## src/rtl/arbiter_router_router.sv

```systemverilog
// Return-path router: strips the {addr, data} header and steers the payload to
// the destination stream selected by addr, through a 2-entry in-order FIFO.
module arbiter_router_router #(
   parameter int nbits      = 32,
   parameter int noutputs   = 3,
   parameter int addr_nbits = $clog2(noutputs)
) (
   input  logic                        clk,
   input  logic                        reset_n,
   input  logic                        istream_val,
   output logic                        istream_rdy,
   input  logic [addr_nbits+nbits-1:0] istream_msg,
   output logic                        ostream_val [noutputs],
   input  logic                        ostream_rdy [noutputs],
   output logic [nbits-1:0]            ostream_msg [noutputs],
   output logic [15:0]                 drop_count
);

   localparam int W = addr_nbits + nbits;

   logic [W-1:0]          mem_q [2];
   logic                  wptr_q, rptr_q;
   logic [1:0]            count_q, count_d;
   logic                  live_q;
   logic [15:0]           drop_q, drop_d;

   logic [W-1:0]          head;
   logic [addr_nbits-1:0] head_addr;
   logic                  addr_ok, nonempty, sel_rdy;
   logic                  push, pop, drop;

   // live_q keeps istream_rdy low while in reset and until the first edge after release
   assign istream_rdy = live_q && (count_q != 2'd2);
   assign push        = istream_val && istream_rdy;
   assign drop_count  = drop_q;

   always_comb begin
      head      = mem_q[rptr_q];
      head_addr = head[W-1:nbits];
      addr_ok   = (int'(head_addr) < noutputs);
      nonempty  = (count_q != 2'd0);
      sel_rdy   = 1'b0;
      for (int unsigned i = 0; i < noutputs; i++) begin
         ostream_val[i] = nonempty && addr_ok && (head_addr == addr_nbits'(i));
         ostream_msg[i] = nonempty ? head[nbits-1:0] : '0;
         if (head_addr == addr_nbits'(i)) sel_rdy = ostream_rdy[i];
      end
      pop  = nonempty && (!addr_ok || sel_rdy);
      drop = nonempty && !addr_ok;

      count_d = count_q;
      case ({push, pop})
         2'b10:   count_d = count_q + 2'd1;
         2'b01:   count_d = count_q - 2'd1;
         default: count_d = count_q;
      endcase

      drop_d = drop_q;
      if (drop && (drop_q != '1)) drop_d = drop_q + 16'd1;
   end

   always_ff @(posedge clk or negedge reset_n) begin
      if (!reset_n) begin
         wptr_q  <= 1'b0;
         rptr_q  <= 1'b0;
         count_q <= '0;
         live_q  <= 1'b0;
         drop_q  <= '0;
      end else begin
         live_q  <= 1'b1;
         count_q <= count_d;
         drop_q  <= drop_d;
         if (push) wptr_q <= ~wptr_q;
         if (pop)  rptr_q <= ~rptr_q;
      end
   end

   always_ff @(posedge clk) begin
      if (push) mem_q[wptr_q] <= istream_msg;
   end

endmodule

```

## config.mk

```make
export PLATFORM = sky130hd
export DESIGN_NAME = arbiter_router_router
export DESIGN_NICKNAME = d
export VERILOG_FILES = /design/src/rtl/arbiter_router_router.sv
export SDC_FILE = /design/constraint.sdc
export NUM_CORES = 1
export LEC_CHECK = 0
export ABC_AREA = 1
export ABC_CLOCK_PERIOD_IN_PS = 4900
export CAP_MARGIN = 20
export CORE_MARGIN = 2
export CORE_UTILIZATION = 45
export CTS_CLUSTER_SIZE = 12
export DETAILED_ROUTE_END_ITERATION = 8
export GPL_TIMING_DRIVEN = 0
export PLACE_DENSITY = 0.84
export SLEW_MARGIN = 30
export SYNTH_ARGS = -nofsm -noshare
export SYNTH_HDL_FRONTEND = slang
export SYNTH_SLANG_ARGS = --single-unit
```

## constraint.sdc

```tcl
create_clock -name clk -period 4.9 [get_ports clk]
set_input_delay 0.98 -clock clk [delete_from_list [all_inputs] [get_ports clk]]
set_output_delay 0.98 -clock clk [all_outputs]
set_load 0.02 [all_outputs]
```

==> reports/results.ini <==
[critical_path]
crit_fanout = 10
required_ps = 3920
slowest_delay_ps = 620
crit_path_end_kind = output port
worstPathArrival_ps = 2550
start_kind = register
path_cells = buf_6, inv_6, clkbuf_1, nand2_1, a21oi_1, buf_4, clkdlybuf4s50_1
crit_slowest_cell = clkdlybuf4s50_1
crit_type = reg -> out

[detailed_routing]
postRouteAntennaNets = 0
wl_per_cell_um = 14.7
drc = 0
drt_iter0_markers = 108
dr.pass1.iters = 4
avgViaCountPerCell = 4.67
num_vias = 3360
routed_wl_mm = 10.5

[pwr]
power.switching_mw = 1.77
finalPower_mw = 4.24
p_comb_share_pct = 65.9
leakage_nw = 2.45
pwr-share-clk_pct = 11.0
vdd_ir_drop_max_uv = 443
power_density_mw_per_mm2 = 676
p_seq_share_pct = 23.2
swShare_pct = 41.7
intPower_mw = 2.47

[sta]
period_minus_slack_ps = 3530
setup_viol = 0
slew_headroom_pct = 64.6
setup_ws_ps = 1370
fin_skew_ps = 13.1
final.setup.tns_ps = 0
max_freq_ghz = 0.284
drv_slew = 0
period_share_pct = 72.0
whs_ps = 540
hold_viol = 0
grt_setup_unrepaired = false
tightestPinTransition_ps = 530

[clock_network]
clkSinkCount = 89
cts_tree = done
clockBufferDepth = 2
hold_buffers = 0
htreeDepth = 3
root_buffer = clkbuf_8
cts_made_buffers = 9
cts_setup_buffers = 0
path_clk_slew_ps = 90
clk_latency_ps = 360
cts_resized = 0

[die]
std_cell_rows = 35
fp.coreArea_mm2 = 0.00928
die_x_um = 102
fp.dieH_um = 102
die-area_mm2 = 0.0104
ioPinCount = 156
initial_utilization_pct = 46.4

[yosys]
synthArstFlopShare_pct = 23.6
synth-main-ff-cell = edfxtp_1
synth_area_leaders = edfxtp_1 47%, dfrtp_1 12%, nand2_1 11%
yosysWarnings = 0
syn-num-nets = 459
yosys.cell_count.top_type = nand2_1
ys_types = 28
ys_seq_area_share_pct = 59.5
syn_area_mm2 = 0.00431
synthCells = 417
synth_common_cells = 131 x nand2_1, 68 x edfxtp_1, 64 x buf_4, 33 x a21oi_1, 21 x dfrtp_1
avgSynthCellArea_um2 = 10.3
ys_ff_latch = 89
synth_edf_count = 68
yosysTopAreaCellShare_pct = 47.4
synth_top_area_cell = edfxtp_1

[flow_run]
maxCapViolCount = 0

[placement]
placed_area_mm2 = 0.00609
place_hpwl_mm = 8.07
place_congestion = 0.881
dpl.cell_count = 703
port_buffers = 155
post-place-ws_ps = 1730

[final_layout]
n_antenna_cell = 0
finalNonFillerCells = 719
final_net_count = 627
area_growth_pct = 45.4
stdcell_area_mm2 = 0.00627
final_util_pct = 67.5
drive_above_1_share_pct = 17.3

[global_route]
antenna_found_initial = 0
gr-total-overflow = 0
grt_pass1_wl_mm = 16.6
grt_pass1_vias = 3486
grt_use_total_pct = 20.7
grt_max_degree = 25

[worst_hold_path]
min_path_type = reg -> reg

[outcome]
status = completed

==> state kept, by name, indices dropped and copies added (netlist names) <==
| name | count |
|---|---|
| rptr_q | 1 |
| drop_count | 16 |
| count_q | 2 |
| live_q | 1 |
| wptr_q | 1 |
| mem_q | 68 |
==> final timing paths <==
kind	startpoint	endpoint	slack, ps	depth (start not counted)
max	rptr_q	ostream_msg[77]	1370	7
min	drop_count[15]	drop_count[15]	540	2
max reg2reg	count_q[0]	mem_q[0][6]	2860	5
min reg2reg	drop_count[15]	drop_count[15]	540	2
max in group asynchronous	reset_n	count_q[0]	3980	1
min in group asynchronous	reset_n	drop_count[1]	570	1
==> cell type report <==
type                            count  area [um2]
Fill cell                         690        3020
Clock inverter                      7        53.8
Tap cell                          129         161
Buffer                             76         548
Sequential cell                    89        2570
Clock buffer                        9         124
Multi-Input combinational cell    232        1130
Timing Repair Buffer              157        1600
Inverter                           20        85.1
==> layout by cell type, fill, tap and decap left out, types with 5 or more instances in the layout <==
cell type / n
inv_1: 17
xor2_1: 5
buf_4: 64
o21ai_2: 5
nand3_1: 13
edfxtp_1: 68
xnor2_1: 5
dfrtp_1: 21
clkdlybuf4s50_1: 154
clkbuf_1: 9
nand2_1: 131
nor2_1: 14
a21oi_1: 33
clkbuf_8: 9
==> power groups by stage <==
| stage | sequential, mW | clock [mW] | combinational (mW) |
|---|---|---|---|
| global placement | 0.997 | 0 | 2.71 |
| detailed placement | 0.998 | 0 | 2.80 |
| global route | 0.993 | 0.511 | 2.97 |
| floorplan | 1.01 | 0 | 1.59 |
| finish | 0.981 | 0.465 | 2.79 |
| CTS | 0.982 | 0.477 | 2.82 |
==> cell families (layout without fill, tap and decap cells) <==
logic type	Yosys count	in the layout	synth area share [%]
AND/OR/NAND/NOR	178	178	17.8
buffers and inverters	96	269	14.7
flip-flops	89	89	59.5
AO/OA/AOI/OAI	41	41	5.25
XOR/XNOR	10	10	2.03
adder cells (fa/ha/maj)	2	2	0.580
other	1	1	0.0870
==> layer usage <==
metal	share of wire, %	global-route usage, %	vias to the layer above
li1	-	-	1646
met3	5.2	5.40	12
met2	54	37.0	99
met5	0	0	-
met4	1.3	6.15	0
met1	39	24.7	1603
==> worst max-delay path, delay by kind of cell (launching register included) <==
kind	cells	cell delay [ps]
simple gates	1	110
compound gates	1	300
buf+inv	5	1400
flops	1	380
Power figures use the tool's default switching activity.
